--- src/rtl/multichannel_event_tagger_pkg.sv ---
// multichannel_event_tagger_pkg
//   Shared definitions for the event tagger: record type encoding, record
//   field offset helpers and a constant clog2.
//   Record layout (LSB first): timestamp, channel bits, type, wrap, lost.
package multichannel_event_tagger_pkg;

  typedef enum logic {
    REC_TYPE_STROBE = 1'b0,
    REC_TYPE_DELTA  = 1'b1
  } rec_type_e;

  function automatic int unsigned clog2(input int unsigned n);
    int unsigned r;
    r = 0;
    for (int unsigned i = 0; i < 32; i++) begin
      if ((32'd1 << i) < n) r = i + 1;
    end
    return r;
  endfunction

  function automatic int unsigned ch_width(input int unsigned strobe_ch,
                                           input int unsigned delta_ch);
    return (strobe_ch > delta_ch) ? strobe_ch : delta_ch;
  endfunction

  function automatic int unsigned rec_ch_lsb(input int unsigned timer_w);
    return timer_w;
  endfunction

  function automatic int unsigned rec_type_bit(input int unsigned timer_w,
                                               input int unsigned ch_w);
    return timer_w + ch_w;
  endfunction

  function automatic int unsigned rec_wrap_bit(input int unsigned timer_w,
                                               input int unsigned ch_w);
    return timer_w + ch_w + 1;
  endfunction

  function automatic int unsigned rec_lost_bit(input int unsigned timer_w,
                                               input int unsigned ch_w);
    return timer_w + ch_w + 2;
  endfunction

  function automatic int unsigned rec_width(input int unsigned timer_w,
                                            input int unsigned ch_w);
    return timer_w + ch_w + 3;
  endfunction

endpackage

--- src/rtl/multichannel_event_tagger_fifo.sv ---
// tag_fifo
//   First-word-fall-through record FIFO. A write is accepted when full if
//   the head is popped on the same edge. rd_data reads as zero when empty.
//   Ports:
//     clk, reset_n        clock, asynchronous active-low reset
//     wr_en, wr_data      write request and data
//     rd_en               pop head (ignored when empty)
//     rd_data, valid      head record and its presence
//     full, level         occupancy status
module tag_fifo
  import multichannel_event_tagger_pkg::*;
#(
  parameter  int unsigned WIDTH = 8,
  parameter  int unsigned DEPTH = 16,
  localparam int unsigned AW    = clog2(DEPTH),
  localparam int unsigned LVL_W = AW + 1
) (
  input  logic             clk,
  input  logic             reset_n,
  input  logic             wr_en,
  input  logic [WIDTH-1:0] wr_data,
  input  logic             rd_en,
  output logic [WIDTH-1:0] rd_data,
  output logic             valid,
  output logic             full,
  output logic [LVL_W-1:0] level
);

  logic [WIDTH-1:0] mem_q [DEPTH];
  logic [AW-1:0]    wr_ptr_q, wr_ptr_d;
  logic [AW-1:0]    rd_ptr_q, rd_ptr_d;
  logic [LVL_W-1:0] count_q, count_d;
  logic             do_push, do_pop;

  always_comb begin
    do_pop   = rd_en & (count_q != '0);
    do_push  = wr_en & ((count_q != LVL_W'(DEPTH)) | do_pop);
    // DEPTH is a power of two, so the pointers wrap on their own.
    wr_ptr_d = wr_ptr_q + AW'(do_push);
    rd_ptr_d = rd_ptr_q + AW'(do_pop);
    count_d  = count_q + LVL_W'(do_push) - LVL_W'(do_pop);
  end

  always_ff @(posedge clk or negedge reset_n) begin
    if (!reset_n) begin
      wr_ptr_q <= '0;
      rd_ptr_q <= '0;
      count_q  <= '0;
    end else begin
      wr_ptr_q <= wr_ptr_d;
      rd_ptr_q <= rd_ptr_d;
      count_q  <= count_d;
    end
  end

  always_ff @(posedge clk) begin
    if (do_push) mem_q[wr_ptr_q] <= wr_data;
  end

  always_comb begin
    valid   = (count_q != '0);
    full    = (count_q == LVL_W'(DEPTH));
    level   = count_q;
    rd_data = valid ? mem_q[rd_ptr_q] : '0;
  end

endmodule

--- src/rtl/multichannel_event_tagger.sv ---
// multichannel_event_tagger
//   Time-stamps masked strobe pulses, delta-channel level changes and timer
//   rollovers, and queues the resulting records in a FWFT FIFO with a
//   valid/ready output. Events sampled on one edge are written on the next.
//   Optional: MULTICHANNEL_EVENT_TAGGER_LOST_COUNT_EN enables the lost bit
//   and the saturating lost_count; otherwise both read as zero.
//   Ports:
//     clk, reset_n                 clock, asynchronous active-low reset
//     strobe_channels, strobe_mask strobe inputs and per-channel enables
//     delta_channels               level inputs, any change is an event
//     reset_counter                synchronous timer clear
//     capture_operate              enables record writes
//     counter_operate              enables timer increment
//     rec_data, rec_valid, rec_ready  record output handshake
//     fifo_level                   FIFO occupancy
//     lost_count                   saturating dropped-record count
module multichannel_event_tagger
  import multichannel_event_tagger_pkg::*;
#(
  parameter  int unsigned STROBE_CH  = 4,
  parameter  int unsigned DELTA_CH   = 4,
  parameter  int unsigned TIMER_W    = 36,
  parameter  int unsigned FIFO_DEPTH = 16,
  localparam int unsigned CH_W       = ch_width(STROBE_CH, DELTA_CH),
  localparam int unsigned REC_W      = rec_width(TIMER_W, CH_W),
  localparam int unsigned LVL_W      = clog2(FIFO_DEPTH) + 1
) (
  input  logic                 clk,
  input  logic                 reset_n,
  input  logic [STROBE_CH-1:0] strobe_channels,
  input  logic [DELTA_CH-1:0]  delta_channels,
  input  logic [STROBE_CH-1:0] strobe_mask,
  input  logic                 reset_counter,
  input  logic                 capture_operate,
  input  logic                 counter_operate,
  output logic [REC_W-1:0]     rec_data,
  output logic                 rec_valid,
  input  logic                 rec_ready,
  output logic [LVL_W-1:0]     fifo_level,
  output logic [15:0]          lost_count
);

  localparam int unsigned CH_LSB   = rec_ch_lsb(TIMER_W);
  localparam int unsigned TYPE_BIT = rec_type_bit(TIMER_W, CH_W);
  localparam int unsigned WRAP_BIT = rec_wrap_bit(TIMER_W, CH_W);

  logic [STROBE_CH-1:0] s_masked;
  logic                 delta_chg;
  logic                 strobe_hit;
  logic [CH_W-1:0]      cand_ch;
  rec_type_e            cand_type;

  logic [TIMER_W-1:0]   timer_q, timer_d;
  logic [DELTA_CH-1:0]  old_delta_q, old_delta_d;
  logic                 rollover_q, rollover_d;
  logic                 cand_valid_q, cand_valid_d;
  logic [REC_W-2:0]     cand_body_q, cand_body_d;

  logic                 fifo_full;
  logic                 pop_fire;
  logic                 push_ok;
  logic                 lost_bit;
  logic [REC_W-1:0]     fifo_wdata;

  // Candidate selection on the sampling edge; the record is staged and
  // written one edge later, where the lost bit is attached.
  always_comb begin
    s_masked   = strobe_channels & strobe_mask;
    delta_chg  = (delta_channels != old_delta_q);
    strobe_hit = |s_masked;

    cand_ch   = CH_W'(s_masked);
    cand_type = REC_TYPE_STROBE;
    if (delta_chg) begin
      cand_ch   = CH_W'(delta_channels);
      cand_type = REC_TYPE_DELTA;
    end

    cand_valid_d = capture_operate & (delta_chg | strobe_hit | rollover_q);

    cand_body_d                     = '0;
    cand_body_d[TIMER_W-1:0]        = timer_q;
    cand_body_d[CH_LSB +: CH_W]     = cand_ch;
    cand_body_d[TYPE_BIT]           = cand_type;
    cand_body_d[WRAP_BIT]           = (timer_q == '0);

    old_delta_d = delta_channels;

    // The marker goes out (or is discarded with capture off) whenever the
    // strobe path wins; a delta change defers it to a later edge.
    rollover_d = rollover_q & delta_chg;
    if (!reset_counter && counter_operate && (timer_q == '1)) rollover_d = 1'b1;

    timer_d = reset_counter ? '0 : timer_q + TIMER_W'(counter_operate);
  end

  always_ff @(posedge clk or negedge reset_n) begin
    if (!reset_n) begin
      timer_q      <= '0;
      old_delta_q  <= '0;
      rollover_q   <= 1'b0;
      cand_valid_q <= 1'b0;
      cand_body_q  <= '0;
    end else begin
      timer_q      <= timer_d;
      old_delta_q  <= old_delta_d;
      rollover_q   <= rollover_d;
      cand_valid_q <= cand_valid_d;
      cand_body_q  <= cand_body_d;
    end
  end

  always_comb begin
    pop_fire   = rec_valid & rec_ready;
    push_ok    = cand_valid_q & (~fifo_full | pop_fire);
    fifo_wdata = {lost_bit, cand_body_q};
  end

`ifdef MULTICHANNEL_EVENT_TAGGER_LOST_COUNT_EN
  logic        collide_q, collide_d;
  logic        lost_pending_q, lost_pending_d;
  logic [15:0] lost_count_q, lost_count_d;
  logic [1:0]  lost_inc;
  logic [16:0] lost_sum;

  always_comb begin
    collide_d      = capture_operate & delta_chg & strobe_hit;
    lost_pending_d = lost_pending_q;
    lost_inc       = 2'd0;
    if (cand_valid_q) begin
      if (push_ok) begin
        lost_pending_d = collide_q;
      end else begin
        lost_pending_d = 1'b1;
        lost_inc       = 2'd1;
      end
      if (collide_q) lost_inc = lost_inc + 2'd1;
    end
    lost_sum     = {1'b0, lost_count_q} + 17'(lost_inc);
    lost_count_d = lost_sum[16] ? '1 : lost_sum[15:0];
  end

  always_ff @(posedge clk or negedge reset_n) begin
    if (!reset_n) begin
      collide_q      <= 1'b0;
      lost_pending_q <= 1'b0;
      lost_count_q   <= '0;
    end else begin
      collide_q      <= collide_d;
      lost_pending_q <= lost_pending_d;
      lost_count_q   <= lost_count_d;
    end
  end

  assign lost_bit   = lost_pending_q;
  assign lost_count = lost_count_q;
`else
  assign lost_bit   = 1'b0;
  assign lost_count = '0;
`endif

  tag_fifo #(
    .WIDTH (REC_W),
    .DEPTH (FIFO_DEPTH)
  ) u_fifo (
    .clk     (clk),
    .reset_n (reset_n),
    .wr_en   (push_ok),
    .wr_data (fifo_wdata),
    .rd_en   (rec_ready),
    .rd_data (rec_data),
    .valid   (rec_valid),
    .full    (fifo_full),
    .level   (fifo_level)
  );

endmodule

--- config.mk ---
export PLATFORM = sky130hd
export DESIGN_NAME = multichannel_event_tagger
export DESIGN_NICKNAME = d
export VERILOG_FILES = /design/src/rtl/multichannel_event_tagger_pkg.sv /design/src/rtl/multichannel_event_tagger_fifo.sv /design/src/rtl/multichannel_event_tagger.sv
export SDC_FILE = /design/constraint.sdc
export NUM_CORES = 1
export LEC_CHECK = 0
export BUFFER_PORTS_ARGS = -buffer_cell sky130_fd_sc_hd__buf_2
export CORE_ASPECT_RATIO = 0.6
export CORE_MARGIN = 4
export CORE_UTILIZATION = 35
export CTS_CLUSTER_DIAMETER = 200
export CTS_CLUSTER_SIZE = 20
export DETAILED_ROUTE_END_ITERATION = 6
export SYNTH_ARGS = -nofsm -noshare
export SYNTH_HDL_FRONTEND = slang
export SYNTH_SLANG_ARGS = --single-unit
--- constraint.sdc ---
create_clock -name clk -period 7.5 [get_ports clk]
set_input_delay 1.5 -clock clk [delete_from_list [all_inputs] [get_ports clk]]
set_output_delay 1.5 -clock clk [all_outputs]
set_load 0.02 [all_outputs]
### After elaboration in Yosys (flattened, before gate mapping)

Memory sizes are Yosys's and may differ from the RTL's.
Cells that the tools add are included.

| cells by class | value |
|---|---|
| $add $sub $neg | 5 |
| eq/ne operators | 4 |
| multiplexer cells | 7 |
| bitwise logic cells | 11 |
| reductions and logical operators | 6 |

Operators by type and width:

| operator | count |
|---|---|
| $mux W43 | 1 |
| $add A36 B1 Y36 | 1 |
| $eq A36 B36 Y1 const B | 1 |
| $logic_not A36 Y1 | 1 |
| $mux W36 | 1 |
| $add A4 B1 Y4 | 2 |
| $add A5 B1 Y5 | 1 |
| $and A1 B1 Y1 | 5 |
| $eq A5 B5 Y1 const B | 1 |
| $ne A5 B5 Y1 const B | 1 |
| $reduce_bool A5 Y1 | 1 |
| $sub A5 B1 Y5 | 1 |
| $and A4 B4 Y4 | 1 |
| $mux W1 | 4 |
| $mux W4 | 1 |
| $ne A4 B4 Y1 | 1 |
| $or A1 B1 Y1 | 4 |
| $reduce_or A4 Y1 | 1 |
| $logic_and A1 B1 Y1 | 2 |
| $logic_not A1 Y1 | 1 |
| $not A1 Y1 | 1 |

| word-level totals | value |
|---|---|
| bits in registers | 97 |
| bits in writable memories | 672 |
| input port bits | 18 |
| memories | 1 |

Memories:

| memory | depth | width | rd ports | clocked after Yosys merged registers in | wr ports | line | RTL |
|---|---|---|---|---|---|---|---|
| u_fifo.mem_q | 16 | 42 | 1 | 0 | 1 | multichannel_event_tagger_fifo.sv:29 | `logic [WIDTH-1:0] mem_q [DEPTH];` |

### Logic depth before layout (Yosys ltp)

| depth | value |
|---|---|
| depth after elaboration | 7 |
| gate-level depth with buffers | 14 |
| gate-level depth less buffers | 13 |

### Hierarchy

Synthesis repeated with hierarchy kept, for this count alone.

| second synthesis, totals | value |
|---|---|
| cell total of the unflattened synthesis | 1371 |
| area total of the unflattened synthesis | 29836.1 µm² |

By module, submodules not included:

| module | times used | cells each | area each (µm²) | seq. area each (µm²) |
|---|---|---|---|---|
| tag_fifo | 1 | 1085 | 26439.1 | 20985.1 |
| multichannel_event_tagger | 1 | 286 | 3397.0 | 2102.0 |

### Least setup slack after synthesis

Ideal clock, no wire load.

| path | value |
|---|---|
| path type | input to register |
| start | input port rec_ready |
| end | memory u_fifo.mem_q[0][0] (netlist bit) (enable) |
| setup time | 493 ps |
| arrival | 5315 ps |
| data required time | 7007 ps |
| setup slack | 1692 ps |
| cell stages on the path | 4 |
| buffers on the path | 0 |
| cells stage by stage | nor2b_1 a41oi_1 or3b_2 nor3_1 |

| between the ends | value |
|---|---|
| longest elaborated chain between the ends | 6 |

RTL lines:

| item | line | RTL |
|---|---|---|
| start, declared | multichannel_event_tagger.sv:38 | `input logic rec_ready,` |
| $and A1 B1 Y1 * | multichannel_event_tagger_fifo.sv:36, multichannel_event_tagger.sv:114 |  |
| $or A1 B1 Y1 | multichannel_event_tagger.sv:115 | `push_ok = cand_valid_q & (~fifo_full \| pop_fire);` |
| $and A1 B1 Y1 | multichannel_event_tagger.sv:115 |  |
| $and A1 B1 Y1 * | multichannel_event_tagger_fifo.sv:37 | `do_push = wr_en & ((count_q != LVL_W'(DEPTH)) \| do_pop);` |
| $mux W1 * | multichannel_event_tagger_fifo.sv:57 | `if (do_push) mem_q[wr_ptr_q] <= wr_data;` |
| $mux W1 (not written as such) * | multichannel_event_tagger_fifo.sv:57 |  |
| end, declared | multichannel_event_tagger_fifo.sv:29 |  |

Mark *: on every way between the ends. The rest lies on a longest branch, timed or not.

### Worst setup path after layout

| path | value |
|---|---|
| start | register u_fifo.rd_ptr_q[1] |
| end | output port rec_data[32] |

| between the ends | value |
|---|---|
| longest elaborated chain between the ends | 2 |

RTL lines:

| item | line | RTL |
|---|---|---|
| start, declared | multichannel_event_tagger_fifo.sv:31 | `logic [AW-1:0] rd_ptr_q, rd_ptr_d;` |
| start signal, assigned | multichannel_event_tagger_fifo.sv:51 | `rd_ptr_q <= rd_ptr_d;` |
| $mem_v2 Z16 W42 | n/a |  |
| $mux W43 | multichannel_event_tagger_fifo.sv:64 | `rd_data = valid ? mem_q[rd_ptr_q] : '0;` |
| end, declared | multichannel_event_tagger.sv:36 | `output logic [REC_W-1:0] rec_data,` |

No other way between the ends.

==> results.md <==
Timing:
- In the post-route analysis, the smallest setup slack over all paths is 2.32 ns.
- The number of pins with negative max-slew slack in the final report is 0.
- Hold is met by 0.453 ns.
- The total negative slack for setup checks is 0 ns.
- Setup repair after global routing left no endpoint under its margin.
- The highest clock rate is roughly 190 MHz.
- The clock skew is 0.0239 ns.
- The worst path uses around 69% of the clock period.
- At the pin with the least slew margin, the transition time is 1.14 ns.
- The setup-violating endpoint count in the final report is 0.
- The number of failing hold endpoints at the final stage came to 0.
- The smallest clock period supported by the final layout is computed as 5.18 ns.
- Measured against its own limit, the worst slew margin works out to approximately a quarter.

GRT:
- The number of global-route vias before repair is 14239.
- The number of antenna violations at the first check in global routing is 1.
- The global-route wire length before repair is 97.5 mm.
- In the global route stage, overall resource usage came out at about 15%.
- The total congestion overflow is 0.
- Entering global routing, the biggest net connects 72 pins.

Clock network:
- The CTS tree is built.
- The clock passes through at most 3 buffers.
- Clock tree synthesis selected as its root buffer the cell sky130_fd_sc_hd__clkbuf_16.
- The clock transition time at the flip-flop clock pins of the worst setup and hold paths is 0.09 ns.
- The clock drives a little under 800 sinks.
- Clock latency on the worst-skew pair, taken at its later pin, is roughly 0.60 ns.
- After clock tree synthesis, the setup repair step added 0 buffers.
- The number of instances resized during post-cts repair is 0.
- The clock tree synthesis step divided the H-tree into 2 levels.
- Clock tree synthesis inserted a total of 44 buffers.
- The number of buffers inserted for hold repair after clock tree synthesis is 0.

Yosys:
- The number of flops mapped to enable cells by yosys is approximately 670.
- The dominant register cell in the synthesized netlist is sky130_fd_sc_hd__edfxtp_1.
- The netlist area before placement is about 0.030 mm².
- The number of standard cells after synthesis is 1414.
- Each instance of the synthesized netlist takes up on average roughly 21 µm².
- Yosys mapped the design onto 50 distinct sky130hd cell types.
- For this run, the number of Yosys warnings is 0.
- The number of register bits inferred by synthesis is around 770.
- Of all flip-flops after synthesis, the portion carrying an async set or reset was roughly an eighth.
- The sequential share of the synthesized area is 76.3%.

Setup path:
- The worst setup path is captured at a primary output.
- Among all stages on the critical path, the largest delay is contributed by sky130_fd_sc_hd__dfrtp_4.
- The arrival time of the worst setup path is between 3 and 4 ns.
- The element type at the critical path start is a register.
- Walking the worst path, the cells encountered are buf_12 -> mux4_2 -> mux2i_1 -> o22ai_1 -> buf_2.
- Counting both buffers and inverters, the worst setup path holds a total of 2.
- The kind of cell adding the most delay to the critical path is flip-flops.
- The worst setup path category is reg2out.
- STA puts the critical path data required time at 6.00 ns.
- Of all nets on the critical path, the largest fanout is 63.
- For this run, the slowest stage of the critical path takes 1.11 ns.

Power and ir drop:
- The worst-case vdd ir drop is 214 µV.
- The ratio of total power to cell area is about 340 mW/mm².
- Summed over all cells, the static leakage comes to 11.1 nW.
- The overall power is 11.2 mW.

Finish:
- The library cells used most frequently in the layout, excluding fill and tap cells, are sky130_fd_sc_hd__edfxtp_1 (672), sky130_fd_sc_hd__mux4_2 (168), sky130_fd_sc_hd__dfrtp_1 (94), sky130_fd_sc_hd__mux2i_1 (84), sky130_fd_sc_hd__buf_2 (64).
- Summing all flip-flop and latch instances after layout gives 0.0226 mm².
- The share of post-route cells with drive strength above 1 is 23.1%.
- In the final layout, the multi-input gates occupy 0.00665 mm².
- Cells fill between 30% and 40% of the core in the end.
- The synthesis-to-layout area growth is 10.3%.
- The layout has 7510 filler cells.
- The final net count is 1512.
- The library cell used most frequently in the layout, excluding fill and tap cells, is sky130_fd_sc_hd__edfxtp_1.

Die:
- The floorplan step defined a core boundary enclosing between 0.08 and 0.09 mm².
- The initial utilization of the core area, before any placement, comes to 35.4%.
- The die footprint is 0.0895 mm².
- The die boundary width is 384 µm.
- During I/O placement, the number of pins put on the boundary was 83.
- After floorplanning, the core was divided into 82 placement rows.
- The die is about 230 µm tall.

Placed design:
- The half-perimeter wire length of the detailed placement result is 36.7 mm.
- In this run the tool buffered the top-level ports with 65 buffer cells.
- The worst slack at placement is 2.85 ns.
- The routability congestion estimate is 0.770.

Routing:
- In this run, the number of DRC markers left after iteration 0 of detailed routing was 1285.
- In the routed layout, each cell is associated on average with a via count of 5.17.
- Wires add up to 65.8 mm.
- The remaining antenna violation count is 0.
- The wire length per cell is 24.8 µm.
- The routed layout has 13721 vias.
- For this run, design rule violations remaining after detail routing come to 0.
- For this run, the detailed router's first-pass iteration total came to 5.

Outcome:
- The flow ran to the end, and the final reports show no timing, DRC or antenna violations.

Worst hold path:
- The tightest min-delay check is of the reg2reg type.

Flow run:
- The max-cap violation count is 0.
==> path summary, 6_finish.rpt <==
check | from | end | slack, ns | cells after the start
setup / recovery | u_fifo.rd_ptr_q[1] | rec_data[32] | 2.32 | 5
hold / removal | timer_q[35] | cand_body_q[35] | 0.45 | 0
setup reg to reg | u_fifo.level[3] | u_fifo.mem_q[6][15] | 3.99 | 6
hold reg to reg | timer_q[35] | cand_body_q[35] | 0.45 | 0
max in group asynchronous | reset_n | cand_body_q[15] | 5.30 | 2
min in group asynchronous | reset_n | cand_body_q[30] | 0.84 | 1
==> through the flow <==
step	area, µm²	std cells
6_report	32700	2653
5_1_grt	32700	2652
4_1_cts	32700	2652
3_5_place_dp	31400	2570
3_3_place_gp	31400	2570
2_1_floorplan	29700	1430
==> registers in the layout, summed over array words and instances, names as in the netlist <==
signal and flops:
cand_valid_q 1, rollover_q 1, u_fifo.wr_ptr_q 4, u_fifo.rd_ptr_q 4, cand_body_q 42, old_delta_q 4
timer_q 36, u_fifo.mem_q 672, u_fifo.level 5
==> worst reg2reg max path, delay by kind of cell, from the launching register on <==
kind / cells / cell delay [ns]
and+or+nand+nor: 2 / 1.28
adders and majority gates: 1 / 0.19
DFF: 1 / 0.39
buffers and inverters: 2 / 0.72
AOI/OAI and AO/OA: 1 / 0.53
==> cell families after synthesis <==
| logic type | share of synthesized area, % |
|---|---|
| other | 0.0127 |
| adder cells (fa/ha/maj) | 0.532 |
| XOR/XNOR | 0.739 |
| flip-flops | 76.3 |
| buffers and inverters | 1.84 |
| AND/OR/NAND/NOR | 2.90 |
| AO/OA/AOI/OAI | 1.79 |
| multiplexers | 15.9 |
==> cells in the mapped netlist, types with 2 or more instances <==
library cell               instances  area [µm²]
sky130_fd_sc_hd__inv_1            19        71.3
sky130_fd_sc_hd__buf_4            19         143
sky130_fd_sc_hd__or4_1            13        97.6
sky130_fd_sc_hd__a21oi_1          21         105
sky130_fd_sc_hd__mux4_2          168        3780
sky130_fd_sc_hd__nor4_1           18         113
sky130_fd_sc_hd__buf_2            27         135
sky130_fd_sc_hd__o31ai_1          11        82.6
sky130_fd_sc_hd__mux2_2            7        78.8
sky130_fd_sc_hd__mux2i_1          84         841
sky130_fd_sc_hd__edfxtp_1        672       20200
sky130_fd_sc_hd__xor2_1           10        87.6
sky130_fd_sc_hd__nand3_1          16        80.1
sky130_fd_sc_hd__nand3b_1          2        15.0
sky130_fd_sc_hd__nor2_1           30         113
sky130_fd_sc_hd__o21ai_0           8        40.0
sky130_fd_sc_hd__or3_2             3        22.5
sky130_fd_sc_hd__buf_6             4        45.0
sky130_fd_sc_hd__and2_0            3        18.8
sky130_fd_sc_hd__dfrtp_1          97        2430
sky130_fd_sc_hd__xnor2_1          15         131
sky130_fd_sc_hd__buf_1            12        45.0
sky130_fd_sc_hd__ha_1             11         138
sky130_fd_sc_hd__nor3_1           10        50.1
sky130_fd_sc_hd__and3_1            3        18.8
sky130_fd_sc_hd__nand4_1          11        68.8
sky130_fd_sc_hd__o22ai_1          42         263
sky130_fd_sc_hd__nand2_1          15        56.3
sky130_fd_sc_hd__nand2b_1          3        18.8
sky130_fd_sc_hd__and3_2            2        15.0
sky130_fd_sc_hd__clkbuf_1         28         105
sky130_fd_sc_hd__or3_1             6        37.5
sky130_fd_sc_hd__nor2b_1           7        43.8
==> layout make-up <==
type                    count  share of cell area, %
flip-flops and latches    769                   69.2
diodes                      1                0.00766
repair buffers             96                   1.83
clock inverters             2                 0.0996
clock buffers              80                   3.91
multi-input cells         552                   20.3
inverters                  19                  0.218
well taps                1134                   4.34
==> layer usage <==
metal	track usage (%)	up-vias	part of all wire, %	routed length (µm)
li1	-	5895	-	-
met1	22.2	7442	47	31200
met2	22.9	327	46	30500
met3	2.15	55	5.1	3370
met4	2.50	2	1.2	804
met5	0	-	0.020	13
==> report_power, final <==
| part | internal, mW | switching [mW] | total (mW) |
|---|---|---|---|
| Combinational | 1.46 | 1.94 | 3.40 |
| Clock | 1.17 | 1.35 | 2.52 |
| Sequential | 4.98 | 0.327 | 5.31 |
| Total | 7.61 | 3.62 | 11.2 |
No activity file was read; power rests on OpenSTA's default activity.
